<file path="src/rtl/b_reg_pkg.sv">
// Shared indices, reset defaults and word types for the b_reg register file.
// Feature macro B_REG_MP_BYPASS_EN is consumed by b_reg_mp, not by this package.
package b_reg_pkg;

  localparam int REG_ZERO   = 0;
  localparam int REG_GP     = 28;
  localparam int REG_SP     = 29;
  localparam int REG_ADDR_W = 5;
  localparam int REG_DATA_W = 32;

  localparam logic [REG_DATA_W-1:0] RST_GP_DEFAULT = 32'h1000_4000;
  localparam logic [REG_DATA_W-1:0] RST_SP_DEFAULT = 32'h7fff_fffc;

  typedef logic [REG_ADDR_W-1:0] reg_addr_t;
  typedef logic [REG_DATA_W-1:0] reg_data_t;

  // The smallest address width that still reaches the GP and SP entries.
  function automatic bit addr_w_ok(input int addr_w);
    return (1 << addr_w) > REG_SP;
  endfunction

endpackage

</file>
<file path="src/rtl/b_reg_scoreboard.sv">
// Pending-producer scoreboard: one bit per entry, set by alloc, cleared by write or flush.
// Same-cycle alloc beats write (new producer wins); flush beats both; entry 0 never pends.
module b_reg_scoreboard
  import b_reg_pkg::*;
#(
  parameter int ADDR_W = REG_ADDR_W
) (
  input  logic                   i_sys_clock,
  input  logic                   i_sys_reset,
  input  logic                   i_alloc_en,
  input  logic [ADDR_W-1:0]      i_alloc_addr,
  input  logic                   i_regwr,
  input  logic [ADDR_W-1:0]      i_wr_addr,
  input  logic                   i_flush,
  output logic [(1<<ADDR_W)-1:0] o_pending
);

  localparam int DEPTH = 1 << ADDR_W;

  logic [DEPTH-1:0] pending_q;
  logic [DEPTH-1:0] pending_d;

  always_comb begin
    pending_d = pending_q;
    if (i_regwr) begin
      pending_d[i_wr_addr] = 1'b0;
    end
    if (i_alloc_en) begin
      pending_d[i_alloc_addr] = 1'b1;
    end
    if (i_flush) begin
      pending_d = '0;
    end
    pending_d[REG_ZERO] = 1'b0;
  end

  always_ff @(posedge i_sys_clock or posedge i_sys_reset) begin
    if (i_sys_reset) begin
      pending_q <= '0;
    end else begin
      pending_q <= pending_d;
    end
  end

  assign o_pending = pending_q;

endmodule

</file>
<file path="src/rtl/b_reg_mp.sv">
// Multi-read-port register file with zero entry, GP/SP reset values and a producer scoreboard.
// Define B_REG_MP_BYPASS_EN to forward same-cycle write data to matching read ports.
module b_reg_mp
  import b_reg_pkg::*;
#(
  parameter int                DATA_W = REG_DATA_W,
  parameter int                ADDR_W = REG_ADDR_W,
  parameter int                NUM_RD = 2,
  parameter logic [DATA_W-1:0] RST_GP = DATA_W'(RST_GP_DEFAULT),
  parameter logic [DATA_W-1:0] RST_SP = DATA_W'(RST_SP_DEFAULT)
) (
  input  logic                           i_sys_clock,
  input  logic                           i_sys_reset,
  input  logic [NUM_RD-1:0][ADDR_W-1:0]  i_b_reg_read_addr,
  output logic [NUM_RD-1:0][DATA_W-1:0]  o_b_reg_read_data,
  output logic [NUM_RD-1:0]              o_b_reg_busy,
  input  logic                           i_b_reg_regwr,
  input  logic [ADDR_W-1:0]              i_b_reg_wr_addr,
  input  logic [DATA_W-1:0]              i_b_reg_wr_data,
  input  logic                           i_b_reg_alloc_en,
  input  logic [ADDR_W-1:0]              i_b_reg_alloc_addr,
  input  logic                           i_b_reg_flush
);

  localparam int DEPTH = 1 << ADDR_W;

  if (!addr_w_ok(ADDR_W)) begin : g_addr_w_check
    $error("b_reg_mp: ADDR_W must be at least 5 to hold the GP/SP entries");
  end
  if (NUM_RD < 1 || NUM_RD > 4) begin : g_num_rd_check
    $error("b_reg_mp: NUM_RD must be in 1..4");
  end

  logic [DATA_W-1:0] regs_q [DEPTH];
  logic [DEPTH-1:0]  pending;
  logic              wr_en;

  assign wr_en = i_b_reg_regwr && (i_b_reg_wr_addr != '0);

  b_reg_scoreboard #(
    .ADDR_W (ADDR_W)
  ) u_scoreboard (
    .i_sys_clock  (i_sys_clock),
    .i_sys_reset  (i_sys_reset),
    .i_alloc_en   (i_b_reg_alloc_en),
    .i_alloc_addr (i_b_reg_alloc_addr),
    .i_regwr      (i_b_reg_regwr),
    .i_wr_addr    (i_b_reg_wr_addr),
    .i_flush      (i_b_reg_flush),
    .o_pending    (pending)
  );

  // Entry 0 is never written, so it keeps its reset value of zero.
  always_ff @(posedge i_sys_clock or posedge i_sys_reset) begin
    if (i_sys_reset) begin
      for (int i = 0; i < DEPTH; i++) begin
        if (i == REG_GP) begin
          regs_q[i] <= RST_GP;
        end else if (i == REG_SP) begin
          regs_q[i] <= RST_SP;
        end else begin
          regs_q[i] <= '0;
        end
      end
    end else if (wr_en) begin
      regs_q[i_b_reg_wr_addr] <= i_b_reg_wr_data;
    end
  end

  always_comb begin
    for (int p = 0; p < NUM_RD; p++) begin
      o_b_reg_read_data[p] = '0;
      o_b_reg_busy[p]      = 1'b0;
      if (i_b_reg_read_addr[p] != '0) begin
        o_b_reg_read_data[p] = regs_q[i_b_reg_read_addr[p]];
        o_b_reg_busy[p]      = pending[i_b_reg_read_addr[p]];
`ifdef B_REG_MP_BYPASS_EN
        // The in-flight write resolves the producer, so the reader need not wait.
        if (wr_en && (i_b_reg_wr_addr == i_b_reg_read_addr[p])) begin
          o_b_reg_read_data[p] = i_b_reg_wr_data;
          o_b_reg_busy[p]      = 1'b0;
        end
`endif
      end
    end
  end

endmodule
</file>
<file path="config.mk">
export PLATFORM = sky130hd
export DESIGN_NAME = b_reg_mp
export DESIGN_NICKNAME = d
export VERILOG_FILES = /design/src/rtl/b_reg_pkg.sv /design/src/rtl/b_reg_scoreboard.sv /design/src/rtl/b_reg_mp.sv
export SDC_FILE = /design/constraint.sdc
export NUM_CORES = 2
export LEC_CHECK = 0
export CORE_UTILIZATION = 63
export DETAILED_ROUTE_END_ITERATION = 6
export PLACE_DENSITY = 0.85
export SLEW_MARGIN = 40
export SYNTH_ARGS = -nofsm -noshare
export SYNTH_HDL_FRONTEND = slang
export SYNTH_SLANG_ARGS = --single-unit
</file>
<file path="constraint.sdc">
create_clock -name i_sys_clock -period 40.7 [get_ports i_sys_clock]
set_input_delay 8.14 -clock i_sys_clock [delete_from_list [all_inputs] [get_ports i_sys_clock]]
set_output_delay 8.14 -clock i_sys_clock [all_outputs]
set_load 0.03 [all_outputs]
</file>
==> impl_results.md <==
- HP Class: reg -> reg
- Fin. Hold Viols: 0
- Clock latency at the later pin of the worst-skew pair: just over 0.7 ns
- Grt ovf: 0
- WL per Instance: about 34 µm
- Fillers: about 5600
- Largest net degree at the start of global routing: 165
- Post-synth top flop: dfrtp_1
- Min Tclk post-route: ~20 ns
- Met2 wire length: 75600 µm
- Row count: around 110
- Kind of critical path: in -> out
- TritonCTS buffer count: around 110
- Synthesized net count: approximately 3800
- CORE AREA: slightly below 0.09 mm²
- RSZ-0062 raised after global routing: no
- Share of layout cells above drive strength 1: 0.505
- Failing checks: design-rule violations
- Initial Utilization: 0.636
- CTS Hold Bufs: 0
- TritonCTS clock tree: built
- Fin Setup TNS: 0 ns
- CP Data Arrival Time: ~12 ns
- Area grow syn2layout: 9.14%
- Synth Warn #: 0
- GRT Total Usage: 0.374
- Synth cell types: 39
- Status: finished, violations left
- Required time of the critical path: 32.56 ns
- Die width: 301 µm
- Clk network pwr share: 0.339
- Leak: about 0.026 µW
- IO buf count: 122
- Final Cycle Share: 0.503
- Switching power: 833 µW
- Peak VDD IR: 0.0000375 V
- Reg power frac: 0.459
- Setup ws final: between 20 and 25 ns
- Vias post-DR: about 37000
- Clock skew: 0 ns
- Final ANT Viol Nets: 0
- Worst Path Max Fanout: 83
- Post-synth EDFFs: 0
- Ys async rst share: 1.00
- Clock sinks: between 1000 and 1500
- Die Footprint: approximately 0.09 mm²
- Vias in the first global route: approximately 39000
- PwrDens: around 50 mW/mm²
- Slew HR: 0.384
- Slew @ Worst Pin: between 0.9 and 1 ns
- Metal-1 WL: around 60000 µm
- Max Fclk: between 40 and 50 MHz
- Iteration-0 DRC count of the detailed router: about 4500
- Maxcap violations: 0
- # IOs: approximately 120
- Cell Int Power: about 2200 µW
- Mapped Area: ~0.056 mm²
- Cell count after synthesis: ~3800
- Register bit count reported by yosys: between 1000 and 1500
- CTS clk-pin slew, worst paths: approximately 0.07 ns
- Final Setup Violations: 0
- Htree depth: 3
- Syn avg cell area: 14.9 µm²
- Worst setup EP type: primary output
- Seq/Total Area, Yosys: 0.470
- Post-Route WL: ~170000 µm
- Chip Height: 301 µm
- DRC: 30
- Routed wl met3: ~19000 µm
- First-pass GRT wire length: roughly 250000 µm
- Pre-antenna DRT Iters: 7
- DP Wirelength: between 80000 and 90000 µm
- Combinational power share: 0.202
- Crit start category: input pin
- Setup bufs post-CTS: 0
- Routability-driven placement congestion ratio: around 0.84
- Highest metal used: met5
- Setup WS pre-CTS: around 20 ns
- CTS Buffer Depth: 3
- Final #Nets: between 3000 and 4000
- Max-slew violation count: 0
- Vias per cell: 7.60
- Cts repair resizes: 0
- Net Sw Frac: 0.274
- Initial antenna violation count: 3
- Clock root cell: clkbuf_16
[worst max-delay path: stages]
cell,delay (ns)
buf_8,0.54
buf_4,0.77
buf_4,0.64
mux2i_1,0.16
a221oi_1,0.34
o21ai_0,0.16
a311oi_1,0.71
clkdlybuf4s50_1,0.80
[Yosys cell counts (5+ instances only)]
master        n  area share
mux2_1        8      0.0016
a221oi_1     50      0.0078
a22oi_1      81       0.011
mux2_2     1052        0.21
a21oi_1      18      0.0016
dfrtp_1    1024        0.46
a311oi_1     66       0.010
nor3b_1       5     0.00067
nor2_1       35      0.0023
buf_2       149       0.013
clkbuf_1    222       0.015
nand2_1      65      0.0043
mux4_2      460        0.18
buf_4        37      0.0049
mux2i_1     132       0.023
buf_1        12     0.00080
dfstp_2      31       0.014
nor2b_1      68      0.0076
and3b_1       5     0.00078
o2111ai_1    16      0.0025
o21ai_0     129       0.011
nand3b_1      5     0.00067
buf_6        17      0.0034
a211oi_1     64      0.0085
[metrics by stage]
step           instances  hold WS (ns)   util  cell area, µm²  total power, µW
5_1_grt             4922         0.409  0.694           61500             3150
3_5_place_dp        4720         0.382  0.652           57700             2010
3_3_place_gp        4718         0.377  0.652           57700             1970
2_1_floorplan       3787         0.441      -           56300             1850
4_1_cts             4921         0.397  0.694           61400             3040
6_report            4924         0.395  0.694           61500             3040
[cell families after synthesis]
family	Yosys count	share of synthesized area
multiplexers	1652	0.419
flip-flops	1055	0.470
AND/OR/NAND/NOR	208	0.0198
buffers and inverters	443	0.0377
AO/OA/AOI/OAI	429	0.0536
[power by group through the flow]
| stage | clock (µW) | combinational [µW] | sequential [µW] |
|---|---|---|---|
| final | 1030 | 616 | 1400 |
| after global routing | 1080 | 652 | 1420 |
| after CTS | 1040 | 612 | 1390 |
| after detailed placement | 0 | 605 | 1400 |
| after global placement | 0 | 587 | 1380 |
| after floorplan | 0 | 488 | 1360 |
[layout make-up]
type                    count  area [µm²]  area share
well taps                1165        1460      0.0237
clock inverters            41         572     0.00930
repair buffers            209        1890      0.0307
inverters                   3        23.8    0.000387
flip-flops and latches   1055       26400       0.430
diodes                      2        5.00   0.0000814
clock buffers             160        3120      0.0507
multi-input cells        2289       28000       0.455
[registers in the layout, summed over array words and instances, names as in the netlist]
name                    count
regs_q                   1024
u_scoreboard.o_pending     31
[placed cells by master (no fill, tap or decap), types with 8 or more instances in the layout]
master           Yosys  routed
buf_6               17      24
o21ai_0            129     129
mux4_2             460     460
dfrtp_1           1024    1024
buf_4               37      59
a21oi_1             18      18
clkinv_2             0      17
clkbuf_1           222      30
nand2_2              0      15
nor2b_1             68      64
clkdlybuf4s50_1      0      79
bufinv_16            0      11
dfstp_2             31      31
a22oi_1             81      81
o2111ai_1           16      16
clkbuf_16            0     108
mux2i_1            132     132
a211oi_1            64      64
nor2_1              35      21
nor2_4               4      18
buf_2              149      37
mux2_2            1052    1052
a311oi_1            66      63
mux2_1               8       8
a221oi_1            50      50
clkbuf_8             0      23
nand2_1             65      50
[final timing paths]
check                                      startpoint                    endpoint  slack (ns)  depth (start not counted)
min in group asynchronous                 i_sys_reset                 regs_q[982]        7.96                          2
hold reg to reg                          regs_q[1009]                regs_q[1009]        0.40                          0
max in group asynchronous                 i_sys_reset                regs_q[1002]       30.09                          6
setup / recovery                 i_b_reg_read_addr[2]        o_b_reg_read_data[1]       20.22                          8
setup reg to reg           u_scoreboard.o_pending[26]  u_scoreboard.o_pending[26]       39.87                          2
hold / removal                           regs_q[1009]                regs_q[1009]        0.40                          0
[layer usage]
metal,track usage,up-vias
met2,0.561,2594
met4,0.204,4
met5,0,-
met1,0.501,19700
met3,0.0989,660
li1,-,14500
Power figures use the tool's default switching activity.
